$ cat src/rtl/pc_unit_pkg.sv
// Shared types for the program-counter unit: FSM states and the
// per-cycle action chosen by the RUN-state priority encoder.
package pc_unit_pkg;

  typedef enum logic [1:0] {
    ST_IDLE,
    ST_ARMED,
    ST_RUN,
    ST_HALT
  } state_t;

  typedef enum logic [2:0] {
    ACT_HOLD,
    ACT_HALT,
    ACT_RET,
    ACT_CALL,
    ACT_ABS,
    ACT_REL,
    ACT_INC
  } action_t;

  // Exactly one action per RUN cycle; earlier terms win.
  function automatic action_t pick_action(
    input logic stall,
    input logic halt,
    input logic ret,
    input logic call,
    input logic branch_abs,
    input logic rel_taken
  );
    if (stall)           return ACT_HOLD;
    else if (halt)       return ACT_HALT;
    else if (ret)        return ACT_RET;
    else if (call)       return ACT_CALL;
    else if (branch_abs) return ACT_ABS;
    else if (rel_taken)  return ACT_REL;
    else                 return ACT_INC;
  endfunction

endpackage

$ cat src/rtl/ret_stack.sv
// Circular return-address stack: a push when full overwrites the oldest
// entry while the occupancy count saturates at RAS_DEPTH.
module ret_stack #(
  parameter int unsigned PC_W      = 10,
  parameter int unsigned RAS_DEPTH = 4
) (
  input  logic            clk,
  input  logic            Reset,
  input  logic            clear,
  input  logic            push,
  input  logic            pop,
  input  logic [PC_W-1:0] push_data,
  output logic [PC_W-1:0] top,
  output logic            full,
  output logic            empty
);

  localparam int unsigned PTR_W = $clog2(RAS_DEPTH);

  logic [PC_W-1:0]  mem [RAS_DEPTH];
  logic [PTR_W-1:0] top_ptr;
  logic [PTR_W-1:0] ptr_up;
  logic [PTR_W-1:0] ptr_down;
  logic [PTR_W:0]   count;

  assign ptr_up   = top_ptr + PTR_W'(1);
  assign ptr_down = top_ptr - PTR_W'(1);
  assign top      = mem[top_ptr];
  assign full     = (count == (PTR_W+1)'(RAS_DEPTH));
  assign empty    = (count == '0);

  always_ff @(posedge clk) begin
    if (Reset || clear) begin
      top_ptr <= '0;
      count   <= '0;
    end else if (push) begin
      top_ptr <= ptr_up;
      if (!full) count <= count + 1'b1;
    end else if (pop && !empty) begin
      top_ptr <= ptr_down;
      count   <= count - 1'b1;
    end
  end

  always_ff @(posedge clk) begin
    if (!Reset && !clear && push) mem[ptr_up] <= push_data;
  end

endmodule

$ cat src/rtl/pc_unit.sv
// Program counter with program select, absolute/relative branches,
// call/return via ret_stack, stall, halt and sticky stack-error flags.
module pc_unit
  import pc_unit_pkg::*;
#(
  parameter int unsigned PC_W      = 10,
  parameter int unsigned NUM_PROGS = 3,
  parameter logic [NUM_PROGS*PC_W-1:0] PROG_BASE = {10'd0, 10'd0, 10'd0},
  parameter int unsigned RAS_DEPTH = 4,
  localparam int unsigned SEL_W    = (NUM_PROGS > 1) ? $clog2(NUM_PROGS) : 1
) (
  input  logic             clk,
  input  logic             Reset,
  input  logic             Start,
  input  logic [SEL_W-1:0] prog_sel,
  input  logic             stall,
  input  logic             halt,
  input  logic             branch_abs,
  input  logic             branch_rel_en,
  input  logic             alu_flag,
  input  logic             call,
  input  logic             ret,
  input  logic [PC_W-1:0]  target,
  output logic [PC_W-1:0]  prog_ctr,
  output logic             running,
  output logic             done,
  output logic             ras_overflow,
  output logic             ras_underflow
);

  state_t          state, next_state;
  action_t         action;
  logic [PC_W-1:0] pc_next;
  logic [PC_W-1:0] pc_inc;
  logic [PC_W-1:0] base;
  logic            push, pop, clear;
  logic            set_ovf, set_unf;
  logic [PC_W-1:0] stk_top;
  logic            stk_full, stk_empty;

  assign pc_inc = prog_ctr + PC_W'(1);

  ret_stack #(
    .PC_W      (PC_W),
    .RAS_DEPTH (RAS_DEPTH)
  ) u_ret_stack (
    .clk       (clk),
    .Reset     (Reset),
    .clear     (clear),
    .push      (push),
    .pop       (pop),
    .push_data (pc_inc),
    .top       (stk_top),
    .full      (stk_full),
    .empty     (stk_empty)
  );

  // Out-of-range selections fall back to program 0.
  always_comb begin
    base = PROG_BASE[PC_W-1:0];
    for (int unsigned k = 0; k < NUM_PROGS; k++) begin
      if (prog_sel == SEL_W'(k)) base = PROG_BASE[k*PC_W +: PC_W];
    end
  end

  always_comb begin
    next_state = state;
    pc_next    = prog_ctr;
    action     = ACT_HOLD;
    push       = 1'b0;
    pop        = 1'b0;
    clear      = 1'b0;
    set_ovf    = 1'b0;
    set_unf    = 1'b0;
    if (Start) begin
      next_state = ST_ARMED;
      pc_next    = base;
      clear      = 1'b1;
    end else begin
      case (state)
        ST_ARMED: next_state = ST_RUN;
        ST_RUN: begin
          action = pick_action(stall, halt, ret, call, branch_abs,
                               branch_rel_en && alu_flag);
          case (action)
            ACT_HOLD: ;
            ACT_HALT: next_state = ST_HALT;
            ACT_RET: begin
              if (!stk_empty) begin
                pc_next = stk_top;
                pop     = 1'b1;
              end else begin
                pc_next = pc_inc;
                set_unf = 1'b1;
              end
            end
            ACT_CALL: begin
              push    = 1'b1;
              pc_next = target;
              set_ovf = stk_full;
            end
            ACT_ABS:  pc_next = target;
            ACT_REL:  pc_next = prog_ctr + target;
            ACT_INC:  pc_next = pc_inc;
            default:  ;
          endcase
        end
        default: ;
      endcase
    end
  end

  always_ff @(posedge clk) begin
    if (Reset) begin
      state         <= ST_IDLE;
      prog_ctr      <= '0;
      running       <= 1'b0;
      done          <= 1'b0;
      ras_overflow  <= 1'b0;
      ras_underflow <= 1'b0;
    end else begin
      state    <= next_state;
      prog_ctr <= pc_next;
      running  <= (next_state == ST_RUN);
      done     <= (next_state == ST_HALT);
      if (clear) begin
        ras_overflow  <= 1'b0;
        ras_underflow <= 1'b0;
      end else begin
        if (set_ovf) ras_overflow  <= 1'b1;
        if (set_unf) ras_underflow <= 1'b1;
      end
    end
  end

endmodule

$ cat config.mk
export PLATFORM = sky130hd
export DESIGN_NAME = pc_unit
export DESIGN_NICKNAME = d
export VERILOG_FILES = /design/src/rtl/pc_unit_pkg.sv /design/src/rtl/ret_stack.sv /design/src/rtl/pc_unit.sv
export SDC_FILE = /design/constraint.sdc
export NUM_CORES = 1
export LEC_CHECK = 0
export CAP_MARGIN = 20
export CORE_UTILIZATION = 50
export CTS_BUF_LIST = sky130_fd_sc_hd__clkbuf_16
export DETAILED_ROUTE_END_ITERATION = 7
export PLACE_DENSITY = 0.79
export SKIP_LAST_GASP = 1
export SLEW_MARGIN = 40
export SYNTH_ARGS = -nofsm -noshare
export SYNTH_HDL_FRONTEND = slang
export SYNTH_SLANG_ARGS = --single-unit
export TNS_END_PERCENT = 30
$ cat constraint.sdc
create_clock -name clk -period 4.5 [get_ports clk]
set_input_delay 0.675 -clock clk [delete_from_list [all_inputs] [get_ports clk]]
set_output_delay 0.675 -clock clk [all_outputs]
set_load 0.01 [all_outputs]
# ---- Yosys cells after proc, flatten, opt, wreduce, memory -nomap -nowiden
# Memories as Yosys holds them, arrays and structs flattened. A register that Yosys moved wholly into a read port is not among the register bits.
# Index checks and enable logic that the tools add are counted.
dict set report op_classes {
  add_sub_neg 6
  n_eq_ne 12
  n_mux 37
  n_reduce_logical 16
}
# cell n
set ops {}
lappend ops {{10-bit one-hot mux with 4 select lines} 1}
lappend ops {{3-bit 2-to-1 mux} 9}
lappend ops {{1-bit 2-to-1 mux} 17}
lappend ops {{2-bit 2-to-1 mux} 8}
lappend ops {{3-bit equality test (second input constant)} 4}
lappend ops {{10-bit by 1-bit adder with 10-bit output (second input constant)} 1}
lappend ops {{10-bit adder} 1}
lappend ops {{10-bit 2-to-1 mux} 1}
lappend ops {{2-bit equality test (second input constant)} 3}
lappend ops {{3-bit by 2-bit equality test with 1-bit output (second input constant)} 2}
lappend ops {{2-bit OR reduction} 3}
lappend ops {{1-bit logical AND} 4}
lappend ops {{2-bit one-hot mux with 2 select lines} 1}
lappend ops {{2-bit AND reduction} 2}
lappend ops {{4-bit nonzero test} 1}
lappend ops {{3-bit by 1-bit adder with 3-bit output (second input constant)} 1}
lappend ops {{3-bit by 1-bit equality test with 1-bit output (second input constant)} 1}
lappend ops {{1-bit zero test} 3}
lappend ops {{3-bit zero test} 1}
lappend ops {{3-bit by 1-bit subtractor with 3-bit output (second input constant)} 1}
lappend ops {{2-bit by 1-bit adder with 2-bit output (second input constant)} 1}
lappend ops {{2-bit by 1-bit equality test with 1-bit output (second input constant)} 1}
lappend ops {{2-bit inequality test (second input constant)} 1}
lappend ops {{2-bit nonzero test} 1}
lappend ops {{other kinds (2)} 2}
dict set report word_totals {
  reg_bits 21
  ram_bits 40
  out_inout_bits 14
  elab_cells 80
  memories 1
}
# memory words width read_ports rd_clocked_by_memory_dff write_ports line
set memory_table {}
lappend memory_table {u_ret_stack.mem 4 10 1 1 1 ret_stack.sv:20} ;# logic [PC_W-1:0] mem [RAS_DEPTH];

# ---- Logic depth before layout (Yosys ltp)
dict set report depth {
  ltp_word 18
  ltp_mapped 11
  depth_no_buf 10
}

# ---- Modules after synthesis
# A second synthesis with hierarchy kept.
dict set report unflattened {
  hier_cells 314
  hier_area_um2 3452.1
}
# mod instances cells_per_inst area_each_um2 seq_area_each_um2
set modules_own_cells {}
lappend modules_own_cells {ret_stack 1 102 1858.0 1341.3}
lappend modules_own_cells {pc_unit 1 212 1594.0 320.3}

# ---- Least setup slack after synthesis
# No wires, ideal clock.
dict set report synth_path {
  kind {input-to-reg}
  startpoint {in stall}
  endpoint {reg u_ret_stack.count[2]}
  setup_time_ps 91
  arrival_ps 2571
  required_time_ps 4409
  slack_ps 1838
  stages 9
  n_path_buf 1
  path_cell_list {or3b_2 buf_2 nor2_1 nand3_1 fa_1 nor3_1 a21o_1 a21oi_1 a311oi_1}
}
dict set report synth_via {
  elab_chain_len 10
  elab_cells_between_ends 16
}
# item line
set synth_lines {}
lappend synth_lines {{start: declaration} pc_unit.sv:16} ;# input logic stall,
lappend synth_lines {{3-bit 2-to-1 mux (*)} pc_unit_pkg.sv:31} ;# if (stall) return ACT_HOLD;
lappend synth_lines {{3-bit 2-to-1 mux (*)} pc_unit.sv:80} ;# case (state)
lappend synth_lines {{3-bit 2-to-1 mux (*)} pc_unit.sv:75} ;# if (Start) begin
lappend synth_lines {{3-bit by 2-bit equality test with 1-bit output} pc_unit.sv:85} ;# case (action)
lappend synth_lines {{1-bit 2-to-1 mux} pc_unit.sv:85}
lappend synth_lines {{1-bit 2-to-1 mux} pc_unit.sv:80}
lappend synth_lines {{1-bit 2-to-1 mux} pc_unit.sv:75}
lappend synth_lines {{1-bit logical AND} ret_stack.sv:39} ;# end else if (pop && !empty) begin
lappend synth_lines {{2-bit nonzero test (no line)} --}
lappend synth_lines {{2-bit AND reduction (no line)} --}
lappend synth_lines {{end signal: assignment} ret_stack.sv:38} ;# if (!full) count <= count + 1'b1;
lappend synth_lines {{end signal: assignment} ret_stack.sv:41} ;# count <= count - 1'b1;
lappend synth_lines {{end: declaration} ret_stack.sv:24} ;# logic [PTR_W:0] count;
# Mark *: on every way between the ends. The rest lies on a longest branch, timed or not. The select of a mux whose other input is x is not followed.
# A chain may end at the register's enable or synchronous reset.

# ---- Worst setup path after layout
dict set report layout_path {
  startpoint {in halt}
  endpoint {reg u_ret_stack.count[2]}
}
dict set report layout_via {
  elab_chain_len 11
  elab_cells_between_ends 17
}
# item line
set layout_lines {}
lappend layout_lines {{start: declaration} pc_unit.sv:17} ;# input logic halt,
lappend layout_lines {{3-bit 2-to-1 mux (*)} pc_unit_pkg.sv:32} ;# else if (halt) return ACT_HALT;
lappend layout_lines {{3-bit 2-to-1 mux (*)} pc_unit_pkg.sv:31}
lappend layout_lines {{3-bit 2-to-1 mux (*)} pc_unit.sv:80}
lappend layout_lines {{3-bit 2-to-1 mux (*)} pc_unit.sv:75}
lappend layout_lines {{3-bit by 2-bit equality test with 1-bit output} pc_unit.sv:85}
lappend layout_lines {{1-bit 2-to-1 mux} pc_unit.sv:85}
lappend layout_lines {{1-bit 2-to-1 mux} pc_unit.sv:80}
lappend layout_lines {{1-bit 2-to-1 mux} pc_unit.sv:75}
lappend layout_lines {{1-bit logical AND} ret_stack.sv:39}
lappend layout_lines {{2-bit nonzero test (no line)} --}
lappend layout_lines {{2-bit AND reduction (no line)} --}
# Marks and branches as above.

==> impl_metrics.toml <==
[global_route]
first_pass_grt_wire_length_mm = 12.9
globalRoute.totalOverflow = 0
pin_count_of_the_biggest_net_entering_global_routing = 15
grt_usage = 0.238
grt_antenna_before_repair = 0
number_of_global_route_vias_before_repair = 2580

[routing]
detail_route.first_pass.iterations = 8
drt_first_iter_violations = 237
num_vias = 2643
post_drt_via_cell_ratio = 6.34
drcViolationCount = 2
antenna_left = 0
detail_route.wirelength_mm = 7.91
routedWlPerCell_um = 19.0

[worst_setup_path]
critical-path-slowest-cell = "or3b_2"
critPathRequiredTime_ps = 4730
reg2reg_slack_ps = 1760
slowest_delay_ps = 650
worst_endpoint_data_arrival_time_ps = 3340
worst_r2r_endpoint = "u_ret_stack.count[2]"
worst_setup_path_startpoint = "halt"
worstSetupPathType = "input port to register"
r2r.worst_path.cells = 10
critical_path.cell_chain = "clkdlybuf4s50_1 > or3b_2 > nor2_1 > nand3_1 > fa_1 > nor3_1 > a21o_1 > a21oi_1 > a311oi_1"
setup.worst_path.end = "u_ret_stack.count[2]"
critical_path_peak_fanout = 9
worst_setup_path_start_kind = "input port"
setup.worst_path.end_class = "register"
timing.rr.start = "state[0]"

[pwr]
leakagePower_nw = 1.49
total_power_after_layout_w = 0.00130
ir_drop_mv = 0.225
power_density_nw_per_um2 = 321

[final_layout]
num-nets-final = 375
post_layout_nonfiller_instances = 417
num-fill-cells = 528
antenna-diode-count = 0
area_growth_syn_to_layout_pct = 19.2
final_core_util = 0.629
drive_gt1_frac = 0.100

[worst_hold_path]
worstHoldPathType = "register to register"
timing.hold.worst_path_depth = 2

[die]
fp-row-count = 29
floorplan.die.width_um = 84.6
fp.coreArea_um2 = 6460
initial_core_utilization = 0.528
die_h_um = 84.6
num_io_pins = 36
design.die.area_um2 = 7150

[status]
outcome = "finished, violations left"
violated_checks = "DRC"

[clocking]
number_of_clock_buffers_inserted_by_tritoncts = 9
clock_sinks = 63
post_cts_buffers = 0
tritoncts = "built"
ctsRootBufferMaster = "clkbuf_16"
ctsHoldBuffers = 0
clkLatencyLatePin_ps = 330
clkSlewWorstSetupHoldPaths_ps = 50
max-clock-path-buffers = 2
post_cts_resize_count = 0
level_count_of_the_clock_h_tree = 3

[timing]
max_freq_mhz = 322
max_slew.worst_pin.slew_ps = 770
report.final.slew_viol_count = 0
setup_viol = 0
timing.final.crit_period_ps = 3110
setup-tns-final_ps = 0
maxSlewHeadroom = 0.485
final_min_period_over_clock_period = 0.690
fin_worst_skew_ps = 5.76
rsz0062_at_grt = "no"
hold_viol = 0

[logic_synthesis]
synthesis.area_um2 = 3410
syn_inst = 301
ys.flop_type = "edfxtp_1"
count_of_state_elements_after_synthesis = 63
asyncSetResetFlopFracSynth = 0
sequential_cell_area_fraction_in_the_yosys_report = 0.488
synth.avg_cell_area_um2 = 11.3
yosysWarnings = 0
netlist_cell_types = 51
synth_edf_count = 40
post_synth_main_area_contributors = "edfxtp_1 35%, dfxtp_1 14%, mux4_2 6.6%"
synth_largest_type_area_fraction = 0.352
syn-num-nets = 341
synth_largest_area_cell = "edfxtp_1"

[placement]
place_congestion = 0.876
post-dp-hpwl_mm = 5.62
placed_cell_count = 401
io_buffer_count = 33

[job]
cap_viol_max_count = 0
-- flip-flops by register name, indices dropped and copies added (netlist names), named ones only --
signal / flops
ras_underflow: 1
state: 2
running: 1
ras_overflow: 1
u_ret_stack.top_ptr: 2
u_ret_stack.mem: 40
prog_ctr: 10
u_ret_stack.count: 3
done: 1
-- power breakdown --
| part | internal [W] | total (W) | switching (W) |
|---|---|---|---|
| Clock | 0.000367 | 0.000617 | 0.000250 |
| Combinational | 0.0000332 | 0.0000745 | 0.0000413 |
| Sequential | 0.000610 | 0.000612 | 0.00000146 |
| Total | 0.00101 | 0.00130 | 0.000293 |
-- through the flow --
stage	setup WS, ps	hold slack (ps)	instance area (um2)
6_report	1390	474	4060
5_1_grt	1280	513	4060
4_1_cts	1440	478	4060
3_5_place_dp	1120	461	3790
3_3_place_gp	1180	461	3790
2_1_floorplan	1840	485	3410
-- synthesized netlist by cell type, drive strengths merged, types with 7 or more instances --
cell,number
a31oi,7
nand3,10
dfxtp,23
nor3,8
xor2,7
inv,13
xnor2,10
nor2,26
mux4,10
edfxtp,40
o21ai,18
ha,16
nand2,17
a21oi,19
-- logic make-up (layout without fill, tap and decap cells) --
group,after synthesis,in the layout,synth area share
AO/OA/AOI/OAI,81,81,0.166
XOR/XNOR,17,17,0.0437
adder cells (fa/ha/maj),18,18,0.0705
buffers and inverters,24,63,0.0286
flip-flops,63,63,0.488
multiplexers,14,14,0.0786
AND/OR/NAND/NOR,84,84,0.125
-- routing by layer --
metal / track usage / up-vias / routed length (um)
met5: 0 / - / 0
met4: 0.0801 / 0 / 121
met3: 0.0649 / 13 / 664
met2: 0.381 / 151 / 3780
met1: 0.315 / 1249 / 3340
li1: - / 1230 / -
-- cell type report --
cell class	count	area (um2)	area share
sequential	63	1660	0.409
inverter	13	48.8	0.0120
timing repair buffer	34	338	0.0831
tap	77	96.3	0.0237
clock buffer	9	225	0.0554
clock inverter	7	40.0	0.00985
multi-input combinational	214	1650	0.407
-- how the worst min path moves through the flow --
| stage | from | end | slack, ps |
|---|---|---|---|
| 6_report | ras_overflow | ras_overflow | 470 |
| 5_1_grt | ras_overflow | ras_overflow | 510 |
| 4_1_cts | ras_overflow | ras_overflow | 480 |
| 3_5_place_dp | ras_underflow | ras_underflow | 460 |
| 3_3_place_gp | ras_overflow | ras_overflow | 460 |
| 2_1_floorplan | u_ret_stack.count[1] | u_ret_stack.count[1] | 480 |
-- cells in the final DEF (no fill, tap or decap), types with 3 or more instances in the layout --
cell type | Yosys | routed
o21ai_1 | 4 | 4
o21ai_0 | 14 | 14
nand3b_1 | 4 | 4
ha_1 | 16 | 16
nand2_1 | 17 | 17
dfxtp_1 | 23 | 23
a221oi_1 | 5 | 5
clkbuf_16 | 0 | 9
edfxtp_1 | 40 | 40
nor3_1 | 8 | 7
a21oi_1 | 19 | 19
and2_1 | 5 | 5
clkdlybuf4s50_1 | 0 | 33
xor2_1 | 7 | 7
mux4_2 | 10 | 10
xnor2_1 | 10 | 10
nor2_1 | 26 | 26
a31oi_1 | 7 | 7
inv_1 | 13 | 14
o221ai_1 | 4 | 4
a21o_1 | 6 | 6
or3_1 | 3 | 3
nand3_1 | 10 | 10
-- worst max-delay path: cells and delay by family --
family / cells / cell delay [ps]
adders and majority gates: 1 / 460
buffers and inverters: 1 / 510
and+or+nand+nor: 4 / 1280
AOI/OAI and AO/OA: 3 / 400
No activity file was read; power rests on OpenSTA's default activity.
